==> src/rtl/date_offset_calc.sv <==
// Sequential date-offset engine: base date +/- day count -> calendar date, one step per cycle.
// Optional build macro DATE_OFFSET_YEAR_SKIP_EN adds whole-year steps (same results, lower latency).
module date_offset_calc #(
    parameter int unsigned MAX_OFFSET = 99999
) (
    input  logic        clk,
    input  logic        rst_n,
    input  logic        start,
    input  logic        dir,
    input  logic [22:0] base_date,
    input  logic [16:0] offset,
    output logic        busy,
    output logic        done,
    output logic [22:0] result_date,
    output logic        err
);

    typedef enum logic [2:0] {
        IDLE  = 3'd0,
        CHECK = 3'd1,
        FWD   = 3'd2,
        BWD   = 3'd3,
        DONE  = 3'd4
    } state_t;

    localparam logic [16:0] MAX_OFF = 17'(MAX_OFFSET);
    localparam logic [13:0] YEAR_MAX = 14'h3FFF;

    state_t      state_q, state_d;
    logic [13:0] cur_year_q, cur_year_d;
    logic [3:0]  cur_month_q, cur_month_d;
    logic [4:0]  cur_day_q, cur_day_d;
    logic [16:0] rem_q, rem_d;
    logic        dir_q, dir_d;
    logic [22:0] base_q, base_d;
    logic [22:0] result_q, result_d;
    logic        err_q, err_d;

    logic        cur_leap;
    logic [4:0]  cur_dim;
    logic [16:0] dleft;
    logic [3:0]  prev_month;
    logic [13:0] prev_year;
    logic [4:0]  prev_dim;
    logic        invalid;
`ifdef DATE_OFFSET_YEAR_SKIP_EN
    logic [16:0] diy;
    logic        skip_fwd;
    logic        skip_bwd;
`endif

    function automatic logic is_leap(input logic [13:0] y);
        return (y[1:0] == 2'b00) &&
               (((y % 14'd100) != 14'd0) || ((y % 14'd400) == 14'd0));
    endfunction

    function automatic logic [4:0] days_in_month(input logic [3:0] m, input logic leap);
        case (m)
            4'd2:                    return leap ? 5'd29 : 5'd28;
            4'd4, 4'd6, 4'd9, 4'd11: return 5'd30;
            default:                 return 5'd31;
        endcase
    endfunction

    always_comb begin
        state_d     = state_q;
        cur_year_d  = cur_year_q;
        cur_month_d = cur_month_q;
        cur_day_d   = cur_day_q;
        rem_d       = rem_q;
        dir_d       = dir_q;
        base_d      = base_q;
        result_d    = result_q;
        err_d       = err_q;

        cur_leap   = is_leap(cur_year_q);
        cur_dim    = days_in_month(cur_month_q, cur_leap);
        dleft      = 17'(cur_dim) - 17'(cur_day_q);
        prev_month = (cur_month_q == 4'd1) ? 4'd12 : cur_month_q - 4'd1;
        prev_year  = (cur_month_q == 4'd1) ? cur_year_q - 14'd1 : cur_year_q;
        prev_dim   = days_in_month(prev_month, is_leap(prev_year));
        invalid    = (cur_year_q == 14'd0) || (cur_month_q == 4'd0) || (cur_month_q > 4'd12) ||
                     (cur_day_q == 5'd0) || (cur_day_q > cur_dim) || (rem_q > MAX_OFF);
`ifdef DATE_OFFSET_YEAR_SKIP_EN
        diy      = 17'd365 + 17'(cur_leap);
        skip_fwd = (cur_month_q == 4'd1) && (cur_day_q == 5'd1) && (rem_q >= diy);
        skip_bwd = (cur_month_q == 4'd12) && (cur_day_q == 5'd31) && (rem_q >= diy);
`endif

        case (state_q)
            IDLE: begin
                if (start) begin
                    cur_year_d  = base_date[22:9];
                    cur_month_d = base_date[8:5];
                    cur_day_d   = base_date[4:0];
                    rem_d       = offset;
                    dir_d       = dir;
                    base_d      = base_date;
                    state_d     = CHECK;
                end
            end
            CHECK: begin
                if (invalid || rem_q == 17'd0) begin
                    err_d    = invalid;
                    result_d = base_q;
                    state_d  = DONE;
                end else begin
                    state_d = dir_q ? BWD : FWD;
                end
            end
            FWD: begin
`ifdef DATE_OFFSET_YEAR_SKIP_EN
                if (skip_fwd) begin
                    if (cur_year_q == YEAR_MAX) begin
                        err_d    = 1'b1;
                        result_d = base_q;
                        state_d  = DONE;
                    end else begin
                        cur_year_d = cur_year_q + 14'd1;
                        rem_d      = rem_q - diy;
                    end
                end else
`endif
                if (rem_q <= dleft) begin
                    cur_day_d = cur_day_q + rem_q[4:0];
                    result_d  = {cur_year_q, cur_month_q, cur_day_q + rem_q[4:0]};
                    err_d     = 1'b0;
                    state_d   = DONE;
                end else if (cur_month_q == 4'd12 && cur_year_q == YEAR_MAX) begin
                    err_d    = 1'b1;
                    result_d = base_q;
                    state_d  = DONE;
                end else begin
                    // consume the rest of this month including today, land on the 1st of the next
                    rem_d     = rem_q - dleft - 17'd1;
                    cur_day_d = 5'd1;
                    if (cur_month_q == 4'd12) begin
                        cur_month_d = 4'd1;
                        cur_year_d  = cur_year_q + 14'd1;
                    end else begin
                        cur_month_d = cur_month_q + 4'd1;
                    end
                end
            end
            BWD: begin
`ifdef DATE_OFFSET_YEAR_SKIP_EN
                if (skip_bwd) begin
                    if (cur_year_q == 14'd1) begin
                        err_d    = 1'b1;
                        result_d = base_q;
                        state_d  = DONE;
                    end else begin
                        cur_year_d = cur_year_q - 14'd1;
                        rem_d      = rem_q - diy;
                    end
                end else
`endif
                if (rem_q < 17'(cur_day_q)) begin
                    cur_day_d = cur_day_q - rem_q[4:0];
                    result_d  = {cur_year_q, cur_month_q, cur_day_q - rem_q[4:0]};
                    err_d     = 1'b0;
                    state_d   = DONE;
                end else if (cur_month_q == 4'd1 && cur_year_q == 14'd1) begin
                    err_d    = 1'b1;
                    result_d = base_q;
                    state_d  = DONE;
                end else begin
                    rem_d       = rem_q - 17'(cur_day_q);
                    cur_month_d = prev_month;
                    cur_year_d  = prev_year;
                    cur_day_d   = prev_dim;
                end
            end
            DONE: begin
                state_d = IDLE;
            end
            default: begin
                state_d = IDLE;
            end
        endcase
    end

    always_ff @(posedge clk or negedge rst_n) begin
        if (!rst_n) begin
            state_q     <= IDLE;
            cur_year_q  <= '0;
            cur_month_q <= '0;
            cur_day_q   <= '0;
            rem_q       <= '0;
            dir_q       <= 1'b0;
            base_q      <= '0;
            result_q    <= '0;
            err_q       <= 1'b0;
        end else begin
            state_q     <= state_d;
            cur_year_q  <= cur_year_d;
            cur_month_q <= cur_month_d;
            cur_day_q   <= cur_day_d;
            rem_q       <= rem_d;
            dir_q       <= dir_d;
            base_q      <= base_d;
            result_q    <= result_d;
            err_q       <= err_d;
        end
    end

    assign busy        = (state_q == CHECK) || (state_q == FWD) || (state_q == BWD);
    assign done        = (state_q == DONE);
    assign result_date = result_q;
    assign err         = err_q;

endmodule

==> config.mk <==
export PLATFORM = sky130hd
export DESIGN_NAME = date_offset_calc
export DESIGN_NICKNAME = d
export VERILOG_FILES = /design/src/rtl/date_offset_calc.sv
export SDC_FILE = /design/constraint.sdc
export NUM_CORES = 1
export LEC_CHECK = 0
export CAP_MARGIN = 5
export CORE_MARGIN = 5
export CORE_UTILIZATION = 35
export CTS_CLUSTER_SIZE = 14
export DETAILED_ROUTE_END_ITERATION = 7
export PLACE_DENSITY = 0.63
export SLEW_MARGIN = 20
export SYNTH_ARGS = -nofsm -noshare
export SYNTH_HDL_FRONTEND = slang
export SYNTH_SLANG_ARGS = --single-unit
==> constraint.sdc <==
create_clock -name clk -period 9.1 [get_ports clk]
set_clock_uncertainty 0.1 [all_clocks]
set_input_delay 0.91 -clock clk [delete_from_list [all_inputs] [get_ports clk]]
set_output_delay 0.91 -clock clk [all_outputs]
set_load 0.05 [all_outputs]
# [Yosys cells after proc, flatten, opt, wreduce, memory -nomap -nowiden]
# Cells that the tools add are included.
[totals] output_inout_bits=26 latchBits=0 romBits=0 ramBits=0 wordCells=144 inputBits=44 register_bits=91 memories=0
[op_classes] n_mul=0 n_shift=0 reduce_logical=35 magnitude_cmp=5 bitwise_logic=0 add_sub_neg=10 div=4 mux=52 n_eq_ne=29
[op_table] op="$mux W23" count=5
[op_table] op="$mux W14" count=7
[op_table] op="$mux W17" count=5
[op_table] op="$pmux W23 S3" count=1
[op_table] op="$pmux W17 S3" count=1
[op_table] op="$logic_not A14 Y1" count=3
[op_table] op="$pmux W14 S3" count=1
[op_table] op="$mod A14 B7 Y14 const B" count=2
[op_table] op="$mod A14 B9 Y14 const B" count=2
[op_table] op="$mux W4" count=7
[op_table] op="$reduce_bool A14 Y1" count=2
[op_table] op="$mux W5" count=5
[op_table] op="$eq A4 B4 Y1 const B" count=5
[op_table] op="$mux W3" count=6
[op_table] op="$gt A17 B17 Y1 const B" count=1
[op_table] op="$le A17 B17 Y1" count=1
[op_table] op="$logic_not A17 Y1" count=1
[op_table] op="$lt A17 B5 Y1" count=1
[op_table] op="$sub A17 B1 Y17 const B" count=1
[op_table] op="$sub A17 B17 Y17" count=1
[op_table] op="$sub A17 B5 Y17" count=1
[op_table] op="$eq A4 B3 Y1 const B" count=4
[op_table] op="$pmux W5 S3" count=1
[op_table] op="$add A14 B1 Y14 const B" count=1
[op_table] op="other kinds (35)" count=70

# [Logic depth before layout (Yosys ltp)]
[depth] word_depth=12 depth_mapped=50 mapped_depth_nobuf=44

# [Worst setup path after synthesis]
# No wires, ideal clock.
[synth_path] path_kind="flip-flop to flip-flop" from="reg cur_year_q[0]" to="reg result_q[6] (netlist: result_date[6])" setup_slack_ns=-0.478 required_ns=8.866 n_path_buf=4 stages_incl_launch_ff=46 synth_period_minus_slack_ns=9.578 arrival_time_ns=9.344 setup_ns=0.134 path_cell_list="dfrtp_1 -> clkbuf_1 -> inv_1 -> ha_1 -> nand2_1 -> or4bb_1 -> a2111oi_2 -> a221oi_2 -> mux2_2 -> or4_1 -> a21oi_1 -> nor2_1 -> mux2i_1 -> or2_1 -> o32ai_1 -> or2_1 -> buf_4 -> o2111ai_1 -> (+10 left out) -> a21oi_1 -> o21bai_1 -> a21o_1 -> a211oi_1 -> o21ai_0 -> a21oi_1 -> o21ai_0 -> a21o_1 -> a21oi_1 -> o21ai_0 -> a21o_1 -> nand3_1 -> o22ai_1 -> or3_1 -> clkbuf_1 -> clkbuf_1 -> nand2_1 -> o21ai_0"
[synth_between] elab_chain_len=12 word_cells_on_any_way=29 classes_between="1 x add/sub; 2 x div; 2 x order compare; 5 x eq/ne; 4 x mux; 15 x reduce/logical"
[synth_lines] item="start: declaration" line="30" text="logic [13:0] cur_year_q, cur_year_d;"
[synth_lines] item="start signal: assignment" line="196" text="cur_year_q <= cur_year_d;"
[synth_lines] item="branches (longest 12 deep; another with $le A17 B17 Y1)"
[synth_lines] item="end signal: assignment" line="202" text="result_q <= result_d;"
[synth_lines] item="end: declaration" line="36" text="logic [22:0] result_q, result_d;"
# Several ways; the timed one is not identified.
# A chain may end at the register's enable or synchronous reset.

# [Worst setup path in the final report]
[layout_path] from="reg cur_year_q[1]" to="reg cur_year_q[11]"
[layout_between] elab_chain_len=10 word_cells_on_any_way=28 classes_between="3 x add/sub; 2 x div; 1 x order compare; 5 x eq/ne; 9 x mux; 8 x reduce/logical"
[layout_lines] item="$mod A14 B7 Y14 / $mod A14 B9 Y14 (equally long branches)" line="54" text="(((y % 14'd100) != 14'd0) || ((y % 14'd400) == 14'd0));"
[layout_lines] item="$reduce_bool A14 Y1 / $logic_not A14 Y1 (equally long branches)" line="54"
[layout_lines] item="$logic_or A1 B1 Y1" line="54"
[layout_lines] item="$logic_and A1 B1 Y1" line="53" text="return (y[1:0] == 2'b00) &&"
[layout_lines] item="$mux W1" line="59" text="4'd2: return leap ? 5'd29 : 5'd28;"
[layout_lines] item="$pmux W2 S2" line="58" text="case (m)"
[layout_lines] item="$sub A5 B5 Y6" line="78" text="dleft = 17'(cur_dim) - 17'(cur_day_q);"
[layout_lines] item="$le A17 B17 Y1" line="124" text="if (rem_q <= dleft) begin"
[layout_lines] item="$ne A2 B2 Y1 (no line)"
[layout_lines] item="$reduce_and A7 Y1 (no line)"
# Several ways; a longest one is shown, not always the timed one. The select of a mux whose other input is x is not followed.

==> reports/qor.txt <==
Outcome: finished with violations
Violated checks: negative setup slack
Largest net degree at the start of global routing: 69
Async set or reset register ratio after synthesis: 1.00
Layout area overhead: 34.3%
IO Port Bufs: 69
F_max: 105 MHz
Utilization after layout: 0.475
H-tree Lvls: 3
Avg Vias per Cell: 5.80
Commonest cells after routing, fill and taps aside: 200 x buf_4, 131 x nor2_1, 126 x nand2_1
Layout cell share with drive strength beyond 1: 0.265
Final cell count without fillers: 1933
Syn Area/Cell: 7.63 sq um
DRT iter0 DRCs: 866
Avg WL per Cell: 18.4 um
Number of flops mapped to enable cells by yosys: 0
Clk slew on worst S/H paths: 90 ps
Register bit total from synthesis: 91
Most used DFF post-synth: dfrtp_1
R2r setup slk: -380 ps
Max-cap violations: 0
CTS tree: yes
Drt pass-1 iters: 5
YS warnings: 0
Via Count: 11200
Worst slew margin: 0.307
Fin crit share: 1.04
Kind of start point of the critical path: flip-flop
Row count: 62
Actual slew at the worst max-slew pin: 1030 ps
Worst EP required: 9240 ps
Crit Path Class: reg -> reg
Die width: 180 um
CTS root buf: clkbuf_16
First-pass GRT wire length: 55.6 mm
Worst-Skew Late Latency: 370 ps
Post-Syn Instances: 1330
Worst Path Max Fanout: 6
Layout net count: 1636
Worst Path Arrival: 9630 ps
Final min period: 9480 ps
Mapped Area: 10100 sq um
Most common cell after layout, fill and taps aside: buf_4
Die area: 32500 sq um
Clock tree sinks: 91
WHS: 337 ps
Final Hold Vio Count: 0
I/O Pins: 70
HPWL after detailed placement: 25.0 mm
Antenna Violating Nets Remaining: 0
CTS Hold Buffers Added: 0
Die Span Y: 180 um
Clock tree buffer depth: 2
Setup ws final: -381 ps
Placed instance count: 1849
CP endpoint kind: flip-flop
Gpl congestion: 0.892
Final setup viols: 65
Gr ovfl total: 0
Hold Crit Class: in -> async
CTS Buf Count: 9
Fin. max-slew vios: 0
Synthesized Nets: 1422
RSZ-0062 raised after global routing: true
N_diodes: 0
Initial antenna violation count: 0
Starting Density: 0.354
Vias in the first global route: 10700
Sequential share of the synthesized area: 0.224
Slowest CP cell: or4bb_4
Total Routed Length: 35.6 mm
Worst path max stage delay: 560 ps
Area of the core: 28700 sq um
Overall Global Routing Usage: 0.203
Distinct cell type count after synthesis: 106
DRC: 0
Most frequent CP cell: buf_4
area by class of cell:
cell class	count	area [sq um]
sequential	91	2290
inverter	48	180
tap	384	480
clock inverter	7	88.8
fill	2810	15100
timing repair buffer	289	2490
clock buffer	9	225
multi-input combinational	1105	7880
critical path, delay by kind of cell, from the launching register on:
kind                       cells  cell delay, ps
DFF                            1             400
AOI/OAI and AO/OA             25            4180
and+or+nand+nor                9            1910
buffers and inverters          9            1110
xor gates and xnor gates       2             290
muxes                          1             290
adders and majority gates      4            1070
Yosys cell counts, types with 24 or more instances:
| cell type | count | area share |
|---|---|---|
| nor2_1 | 135 | 0.050 |
| nand2_1 | 129 | 0.048 |
| a21oi_1 | 120 | 0.059 |
| o21ai_0 | 105 | 0.052 |
| dfrtp_1 | 91 | 0.22 |
| xnor2_1 | 54 | 0.047 |
| clkbuf_1 | 52 | 0.019 |
| inv_1 | 46 | 0.017 |
| nor3_1 | 45 | 0.022 |
| ha_1 | 43 | 0.053 |
| nand3_1 | 35 | 0.017 |
| a211oi_1 | 33 | 0.024 |
| mux2_2 | 28 | 0.031 |
| a21o_1 | 26 | 0.019 |
| o211ai_1 | 25 | 0.018 |
| a31oi_1 | 24 | 0.015 |
worst paths after layout:
path | from | end | cells past startpoint
min in group clk | result_date[18] | result_date[18] | 2
setup / recovery | cur_year_q[1] | cur_year_q[11] | 50
max in group asynchronous | rst_n | cur_year_q[8] | 2
setup reg to reg | cur_year_q[1] | cur_year_q[11] | 50
hold / removal | rst_n | base_q[4] | 1
hold reg to reg | result_date[18] | result_date[18] | 2
flip-flops by register name, indices dropped and copies added, names as in the netlist:
register	count
dir_q	1
state_q	3
cur_year_q	14
base_q	23
rem_q	17
err	1
result_date	23
cur_month_q	4
cur_day_q	5
stage by stage:
step	instance area (sq um)	setup slack (ps)	TNS (ps)
floorplan	10300	8.28	0
global placement	12200	-403	-9580
detailed placement	12200	-519	-17360
CTS	13200	-23.9	-176
global route	13600	-888	-49010
finish	13600	-381	-15290
cell families after synthesis:
| family | Yosys count | synth area share |
|---|---|---|
| buffers and inverters | 134 | 0.0540 |
| multiplexers | 38 | 0.0428 |
| adder cells (fa/ha/maj) | 51 | 0.0658 |
| flip-flops | 91 | 0.224 |
| XOR/XNOR | 73 | 0.0630 |
| AO/OA/AOI/OAI | 485 | 0.330 |
| AND/OR/NAND/NOR | 458 | 0.220 |
metal layers:
layer  GRT usage  routed length, um  vias up
li1            -                  -     5383
met1       0.262              15200     5323
met2       0.350              17300      417
met3      0.0301               1960       88
met4      0.0635               1230        0
met5           0                  0        -
timing repair:
action                     CTS  global route
setup endpoints to repair   65            66
pin swaps                   20            48
buffers inserted            48            17
cloned                       0             5
resized for setup           78            65
Power is not shown: default switching activity piles up to over one toggle a cycle in this logic, so the estimate is an artifact.
